File: config.mk
export PLATFORM = sky130hd
export DESIGN_NAME = timer_apb_regs
export DESIGN_NICKNAME = d
export VERILOG_FILES = /design/src/rtl/timer_apb_regs.sv
export SDC_FILE = /design/constraint.sdc
export NUM_CORES = 1
export LEC_CHECK = 0
export BUFFER_PORTS_ARGS = -buffer_cell sky130_fd_sc_hd__buf_4
export CORE_MARGIN = 5
export CORE_UTILIZATION = 40
export CTS_BUF_LIST = sky130_fd_sc_hd__clkbuf_4
export DETAILED_ROUTE_END_ITERATION = 12
export GPL_ROUTABILITY_DRIVEN = 1
export GPL_TIMING_DRIVEN = 0
export HOLD_SLACK_MARGIN = 0.1
export PLACE_DENSITY = 0.62
export REMOVE_ABC_BUFFERS = 1
export SLEW_MARGIN = 40
export SYNTH_ARGS = -nofsm -noshare
export SYNTH_HDL_FRONTEND = slang
export SYNTH_SLANG_ARGS = --single-unit
File: constraint.sdc
create_clock -name pclk -period 5.1 [get_ports pclk]
set_clock_uncertainty 0.05 [all_clocks]
set_input_delay 0.51 -clock pclk [delete_from_list [all_inputs] [get_ports pclk]]
set_output_delay 0.51 -clock pclk [all_outputs]
set_load 0.02 [all_outputs]
File: src/rtl/timer_apb_regs.sv
// -----------------------------------------------------------------------------
// timer_apb_regs
//   APB3 completer register block for the 8-bit timer. It holds TDR (load
//   value), TCR (control) and TSR (sticky overflow/underflow status). It also
//   drives the load/enable/direction/clock-select controls into the counter
//   core.
//
//   Register map (byte addresses):
//     0x00 TDR  rw  load value
//     0x01 TCR  rw  bit7 load, bit5 down, bit4 en, bits1:0 cks
//                   (bits 6,3,2 read 0)
//     0x02 TSR  w0c bit0 OVF, bit1 UDF (write 0 clears, write 1 keeps)
//     others        pslverr=1, write discarded, read 0x00
//
// Ports:
//   pclk, preset            clock, synchronous active-high reset
//   psel, penable, pwrite   APB control
//   paddr, pwdata           APB address / write data (8 bit)
//   prdata, pready, pslverr APB response, all registered
//   ovf_pulse, udf_pulse    one-cycle events from the counter core
//   tdr, load, en, down, cks  controls to the counter core
//
// Parameter:
//   WAIT_STATES  extra ACCESS cycles (0..3) before pready asserts
// -----------------------------------------------------------------------------
module timer_apb_regs #(
   parameter int WAIT_STATES = 0
) (
   input  logic       pclk,
   input  logic       preset,
   input  logic       psel,
   input  logic       penable,
   input  logic       pwrite,
   input  logic [7:0] paddr,
   input  logic [7:0] pwdata,
   output logic [7:0] prdata,
   output logic       pready,
   output logic       pslverr,
   input  logic       ovf_pulse,
   input  logic       udf_pulse,
   output logic [7:0] tdr,
   output logic       load,
   output logic       en,
   output logic       down,
   output logic [1:0] cks
);

   localparam logic [1:0] WS = WAIT_STATES[1:0];

   // Writable TCR bits: 7 (load), 5 (down), 4 (en), 1:0 (cks).
   localparam logic [7:0] TCR_MASK = 8'hB3;

   // state_reg names the bus phase recognised at the last clock edge.
   //   SETUP  : a setup cycle was just sampled; this is the first ACCESS cycle.
   //   ACCESS : later ACCESS cycles (wait states).
   // pready is registered, so the setup cycle is decoded from IDLE while it
   // is on the bus. This keeps a zero-wait transfer at two cycles.
   typedef enum logic [1:0] {
      IDLE   = 2'd0,
      SETUP  = 2'd1,
      ACCESS = 2'd2
   } state_t;

   state_t     state_reg;
   logic [1:0] cnt_reg;

   logic [7:0] tdr_reg, tdr_next;
   logic [7:0] tcr_reg, tcr_next;
   logic [1:0] tsr_reg, tsr_next;

   logic [7:0] prdata_reg;
   logic       pready_reg;
   logic       pslverr_reg;
   logic       load_reg;

   logic       access_ok;
   logic       addr_err;
   logic       commit;
   logic [7:0] rd_data;
   logic [1:0] cnt_inc;

   // ---------------------------------------------------------------------
   // Decode
   // ---------------------------------------------------------------------
   always_comb begin
      access_ok = (state_reg != IDLE) && psel && penable;
      addr_err  = (paddr > 8'h02);
      // A write lands only on the edge that ends the pready cycle.
      // A transfer aborted by psel dropping never commits.
      commit    = access_ok && pready_reg && pwrite && !addr_err;
      cnt_inc   = cnt_reg + 2'd1;
   end

   // Next register values, including this edge's commit and events.
   always_comb begin
      tdr_next = tdr_reg;
      tcr_next = tcr_reg;
      tsr_next = tsr_reg;
      if (commit) begin
         case (paddr)
            8'h00:   tdr_next = pwdata;
            8'h01:   tcr_next = pwdata & TCR_MASK;
            8'h02:   tsr_next = tsr_reg & pwdata[1:0];
            default: ;
         endcase
      end
      // Core events are applied after the clear, so an event wins over a
      // clear written in the same cycle.
      tsr_next = tsr_next | {udf_pulse, ovf_pulse};
   end

   // The response is registered one edge ahead of the pready cycle.
   // Reading the next-state values keeps an event from the previous cycle
   // visible on the read.
   always_comb begin
      case (paddr)
         8'h00:   rd_data = tdr_next;
         8'h01:   rd_data = tcr_next;
         8'h02:   rd_data = {6'b000000, tsr_next};
         default: rd_data = 8'h00;
      endcase
   end

   // ---------------------------------------------------------------------
   // Registers and transfer FSM
   // ---------------------------------------------------------------------
   always_ff @(posedge pclk) begin
      if (preset) begin
         state_reg   <= IDLE;
         cnt_reg     <= 2'd0;
         tdr_reg     <= 8'h00;
         tcr_reg     <= 8'h00;
         tsr_reg     <= 2'b00;
         prdata_reg  <= 8'h00;
         pready_reg  <= 1'b0;
         pslverr_reg <= 1'b0;
         load_reg    <= 1'b0;
      end else begin
         tdr_reg     <= tdr_next;
         tcr_reg     <= tcr_next;
         tsr_reg     <= tsr_next;
         load_reg    <= commit && (paddr == 8'h01) && pwdata[7];

         // pready/prdata/pslverr default low, so each is high for one cycle.
         pready_reg  <= 1'b0;
         pslverr_reg <= 1'b0;
         prdata_reg  <= 8'h00;

         case (state_reg)
            IDLE: begin
               if (psel && !penable) begin
                  state_reg <= SETUP;
                  cnt_reg   <= 2'd0;
                  if (WS == 2'd0) begin
                     pready_reg  <= 1'b1;
                     pslverr_reg <= addr_err;
                     prdata_reg  <= rd_data;
                  end
               end
            end

            SETUP, ACCESS: begin
               if (!access_ok) begin
                  // psel dropped (or penable missing): abandon the transfer.
                  state_reg <= IDLE;
               end else if (pready_reg) begin
                  // Transfer completes on this edge. A following setup
                  // cycle is picked up from IDLE, so no idle cycle is
                  // needed between transfers.
                  state_reg <= IDLE;
               end else begin
                  state_reg <= ACCESS;
                  cnt_reg   <= cnt_inc;
                  if (cnt_inc == WS) begin
                     pready_reg  <= 1'b1;
                     pslverr_reg <= addr_err;
                     prdata_reg  <= rd_data;
                  end
               end
            end

            default: state_reg <= IDLE;
         endcase
      end
   end

   // ---------------------------------------------------------------------
   // Outputs
   // ---------------------------------------------------------------------
   assign prdata  = prdata_reg;
   assign pready  = pready_reg;
   assign pslverr = pslverr_reg;
   assign tdr     = tdr_reg;
   assign load    = load_reg;
   assign en      = tcr_reg[4];
   assign down    = tcr_reg[5];
   assign cks     = tcr_reg[1:0];

endmodule

# Yosys cells after proc, flatten, opt, wreduce, memory -nomap -nowiden

Index checks and enable logic that the tools add are counted.

Flip-flop bits (word level): 33
Input bits: 23
Output and inout bits: 23
Logic and storage cells: 67

Add/sub/neg operators: 1
Order comparisons: 1
Equal/unequal tests: 7
Multiplexer cells: 30
Bitwise gates (word level): 2
Reduce and logical (&&, ||, !) cells: 17

Operators by type and width:

| cell                | count |
|---|---|
| $mux 8              | 8 |
| $pmux 8 s3          | 1 |
| $mux 2              | 8 |
| $pmux 8 s2          | 1 |
| $eq 8x1->1 const B  | 1 |
| $eq 8x2->1 const B  | 1 |
| $gt 8x2->1 const B  | 1 |
| $logic_and 1x1->1   | 8 |
| $logic_not 8->1     | 1 |
| $mux 1              | 8 |
| $pmux 2 s2          | 2 |
| $ne 2x2->1 const B  | 3 |
| $logic_not 2->1     | 2 |
| $pmux 1 s2          | 2 |
| $reduce_and 4->1    | 1 |
| $reduce_bool 2->1   | 2 |
| $add 2x1->2 const B | 1 |
| $and 2x2->2         | 1 |
| $eq 2x1->1 const B  | 1 |
| $eq 2x2->1 const B  | 1 |
| $logic_not 1->1     | 2 |
| $or 2x2->2          | 1 |
| $reduce_or 2->1     | 1 |

# Logic depth before layout (Yosys ltp)

Depth after elaboration: 13
Mapped depth: 7
Depth with buffers taken out: 6

# Worst setup path before layout

OpenSTA, ideal clock, no wires.

Path type: reg2reg
Start point: reg state_reg[0]
End point: reg tdr_reg[0] (netlist: tdr[0])
Library setup time: 0.072 ns
Arrival time: 1.667 ns
Data required time: 4.978 ns
Path slack: 3.312 ns
Stages on the path, launching flop included: 7
Buffers on the path: 0
Clock period less this slack: 1.788 ns
Path through: dfxtp_1 > inv_1 > ha_1 > and4b_4 > nand4_4 > nor2_2 > mux2i_1

Longest elaborated chain between the ends: 7

RTL lines:

| item                            | RTL line | RTL |
|---|---|---|
| start, declared                 | 64       | `state_t state_reg;` |
| start signal, assigned          | 129      | `state_reg <= IDLE;` |
| start signal, assigned          | 152      | `state_reg <= SETUP;` |
| start signal, assigned          | 165      | `state_reg <= IDLE;` |
| $reduce_bool 2->1               | 86       | `access_ok = (state_reg != IDLE) && psel && penable;` |
| $logic_and 1x1->1 (2 in series) | 86       |  |
| $logic_and 1x1->1 (3 in series) | 90       | `commit = access_ok && pready_reg && pwrite && !addr_err;` |
| $mux 8                          | 99       | `if (commit) begin` |
| end signal, assigned            | 139      | `tdr_reg <= tdr_next;` |
| end, declared                   | 67       | `logic [7:0] tdr_reg, tdr_next;` |

Every way passes these cells.
A chain may end at the register's enable or synchronous reset.

# Worst setup path in the final report

Start point: reg state_reg[0]
End point: reg tdr_reg[2] (netlist: tdr[2])

Same word-level chain as after synthesis.

==> summary.md <==
| Metric | Value |
|---|---|
| Area taken by multi-input logic gates | 827 um^2 |
| Worst reg-to-reg path cell count | 6 |
| Average cell area after synthesis | 9.52 um^2 |
| Max cap viols | 0 |
| Flops & latches, synth | 33 |
| Antenna diode count | 0 |
| Maximum clock frequency | 484 MHz |
| Number of max-slew violations in the final report | 0 |
| Initial Util | 41.9% |
| Placed wire-length estimate | 2670 um |
| Number of gates resized after cts | 0 |
| Total iterations of the first detailed-routing run | 4 |
| Number of different library cells in the post-synthesis netlist | 36 |
| Fin Hold WS | 0.388 ns |
| Initial antenna violation count | 0 |
| Overall fraction of global-route tracks in use | 15.0% |
| Hold_buf cts | 0 |
| Vias after detailed routing | 1,335 |
| Post-place instance area | 1910 um^2 |
| Startpoint of the worst register-to-register path | state_reg[0] |
| Clock period minus final worst setup slack | 2.07 ns |
| Initial DRC count | 71 |
| CTS tree | built |
| Total power density per cell area | 226 nW/um^2 |
| Destination of the worst register-to-register timing path | tdr[2] |
| Die height | 72.7 um |
| Post-layout instance count excluding filler cells | 255 |
| Area of all placed cells without fillers | 1960 um^2 |
| Main flop type after synthesis | sky130_fd_sc_hd__dfxtp_1 |
| Max Root-Sink Buffers | 2 |
| Layout fillers | 385 |
| Worst vdd ir | 0.167 mV |
| Cell row count | 22 |
| Number of synthesis warnings | 0 |
| CP Class | register to register |
| Number of endpoints with negative hold slack in the final report | 0 |
| Post-layout net count | 233 |
| Buffer cell driving the clock tree root | sky130_fd_sc_hd__clkbuf_4 |
| Die Footprint | 5280 um^2 |
| Worst Hold Launch | ovf_pulse |
| Number of I/O pins | 46 |
| Register clock-pin slew on the reported worst setup and hold paths | 0.09 ns |
| Clock network latency to the later pin of the worst-skew pair | 0.32 ns |
| Die Wd | 72.7 um |
| Worst min-delay path category | input port to register |
| CP Data Arrival Time | 2.27 ns |
| Switching fraction of total power | 23.9% |
| Cell count after placement | 248 |
| Share of the clock period used by the worst path | 40.5% |
| Synthesized area | 1570 um^2 |
| LEAKAGE | 0.810 nW |
| Worst reg2reg setup slack | 3.03 ns |
| Crit. End Element | register |
| CP cell instances | inv_1, ha_1, and4b_4, nand4_4, nor2_2, mux2i_1 |
| Drt via density | 5.24 |
| Max Fanout on Critical Path | 8 |
| Biggest cell delay along the critical path | 0.48 ns |
| Number of buffer cells added on primary ports | 45 |
| Data required time at the worst endpoint | 5.31 ns |
| Slowest library cell on the worst path | sky130_fd_sc_hd__nor2_2 |
| Maximum number of pins on one net before global-route repair | 32 |
| Switching power of the nets | 0.105 mW |
| Worst hold endpoint | tsr_reg[0] |
| Storage cell area | 661 um^2 |
| Proportion of power drawn by combinational gates | 10.0% |
| Detailed-route wire length per cell | 14.1 um |
| Final TNS setup | 0 ns |
| Via count of the first global-routing pass | 1,386 |
| Global-route wire length before repair | 6260 um |
| Slew of the pin with the lowest slew margin | 0.568 ns |
| Antenna viol nets, final | 0 |
| Number of standard cells after synthesis | 165 |
| Clk pwr share | 30.9% |
| Element type at the critical path start | register |
| Hold path cells | 3 |
| Number of buffers and inverters on the critical path | 1 |
| DRC violations left | 0 |
| Core area | 3740 um^2 |
| Global route total overflow | 0 |
| H-tree levels | 2 |
| Weighted congestion at the end of routability-driven global placement | 0.819 |
| Total clock sinks | 33 |
| Register share of total power | 59.2% |
| Synth async-reset ratio | 0% |
| Run status | completed |
| Signed area change from the synthesized netlist to the final layout | 24.6% |
| Sequential share of the synthesized area | 42.1% |
| Levels on crit path | 6 |
| Final setup violating endpoints | 0 |
| Buffers inserted by post-CTS timing repair | 0 |
| Unrepaired setup endpoints after global routing | no |
| Critical path's top delay family | simple AND/OR/NAND/NOR gates |
| Share of post-route cells with drive strength above 1 | 27.1% |
| Headroom to the max-slew limit | 62.1% |
| Internal power | 0.336 mW |
| Number of buffers added by the clock tree synthesis step | 5 |
| Aggregate routed wire length | 3610 um |
| Utilization of the core after routing | 52.3% |
| Number of flops mapped to enable cells by yosys | 0 |
## metrics by stage
stage / setup WS [ns] / total power [mW]
6_report: 3.03 / 0.442
5_1_grt: 2.82 / 0.464
4_1_cts: 2.99 / 0.448
3_5_place_dp: 3.01 / 0.311
3_3_place_gp: 3.03 / 0.310
2_1_floorplan: 3.31 / 0.284
## synthesized netlist by cell type (4+ instances only)
master | number | share of area, %
sky130_fd_sc_hd__mux2i_1 | 15 | 9.6
sky130_fd_sc_hd__a211oi_1 | 4 | 1.9
sky130_fd_sc_hd__inv_1 | 6 | 1.4
sky130_fd_sc_hd__a21oi_1 | 7 | 2.2
sky130_fd_sc_hd__nand4_1 | 6 | 2.4
sky130_fd_sc_hd__dfxtp_1 | 33 | 42
sky130_fd_sc_hd__nor2_1 | 6 | 1.4
sky130_fd_sc_hd__nand2_1 | 7 | 1.7
sky130_fd_sc_hd__nand3_1 | 8 | 2.5
sky130_fd_sc_hd__or2b_1 | 16 | 7.6
sky130_fd_sc_hd__o21ai_0 | 10 | 3.2
## worst max path at each step
stage | endpoint | from | slack, ns
finish | tdr[2] | state_reg[0] | 3.03
global route | tdr[6] | state_reg[0] | 2.82
CTS | tdr[2] | state_reg[0] | 2.99
detailed placement | tdr[2] | state_reg[0] | 3.01
global placement | tdr[1] | paddr[6] | 3.03
floorplan | tdr[0] | state_reg[0] | 3.31
## routing by layer
metal / track usage, % / routed length [um] / share of wire [%] / vias to the layer above
li1: - / - / - / 672
met1: 18.1 / 1650 / 46 / 623
met2: 24.9 / 1690 / 47 / 36
met3: 4.82 / 231 / 6.4 / 4
met4: 5.12 / 39 / 1.1 / 0
met5: 0 / 0 / 0 / -
## cells by family after synthesis
| logic type | share of synthesized area [%] |
|---|---|
| flops | 42.1 |
| mux | 9.56 |
| buf+inv | 5.26 |
| compound gates | 10.4 |
| fa+ha+maj | 2.39 |
| simple gates | 30.3 |
## final cells by class
class,instances,share of cell area [%]
multi-input combinational,116,42.3
clock inverter,1,0.192
timing repair buffer,45,17.3
inverter,6,1.15
tap,48,3.07
sequential,33,33.8
clock buffer,6,2.30
## placed cells by master, fill, tap and decap left out, types with 2 or more instances in the layout
| cell type | count |
|---|---|
| sky130_fd_sc_hd__inv_1 | 6 |
| sky130_fd_sc_hd__o31ai_1 | 2 |
| sky130_fd_sc_hd__a211oi_1 | 4 |
| sky130_fd_sc_hd__nand3_1 | 8 |
| sky130_fd_sc_hd__nand2b_1 | 3 |
| sky130_fd_sc_hd__ha_1 | 3 |
| sky130_fd_sc_hd__mux2i_1 | 15 |
| sky130_fd_sc_hd__a31oi_1 | 3 |
| sky130_fd_sc_hd__nand2_1 | 7 |
| sky130_fd_sc_hd__dfxtp_1 | 33 |
| sky130_fd_sc_hd__nor2_1 | 6 |
| sky130_fd_sc_hd__clkbuf_4 | 6 |
| sky130_fd_sc_hd__and3b_1 | 3 |
| sky130_fd_sc_hd__o21ai_0 | 10 |
| sky130_fd_sc_hd__nand4b_1 | 3 |
| sky130_fd_sc_hd__a21oi_1 | 7 |
| sky130_fd_sc_hd__nand4_1 | 6 |
| sky130_fd_sc_hd__nor3_1 | 2 |
| sky130_fd_sc_hd__or2b_1 | 16 |
| sky130_fd_sc_hd__buf_4 | 45 |
| sky130_fd_sc_hd__nor2b_1 | 3 |
| sky130_fd_sc_hd__and2_1 | 2 |
| sky130_fd_sc_hd__nor3b_1 | 2 |
## worst min-delay path, cell delays in order
cell                      delay (ns)
sky130_fd_sc_hd__buf_4          0.07
sky130_fd_sc_hd__inv_1          0.04
sky130_fd_sc_hd__a21oi_1        0.10
## power groups by stage
stage,Sequential [mW],Clock [mW],Combinational (mW)
floorplan,0.268,0,0.0165
global placement,0.267,0,0.0429
detailed placement,0.267,0,0.0441
CTS,0.261,0.142,0.0444
global route,0.262,0.153,0.0486
finish,0.261,0.136,0.0440
No activity file was read; power rests on OpenSTA's default activity.
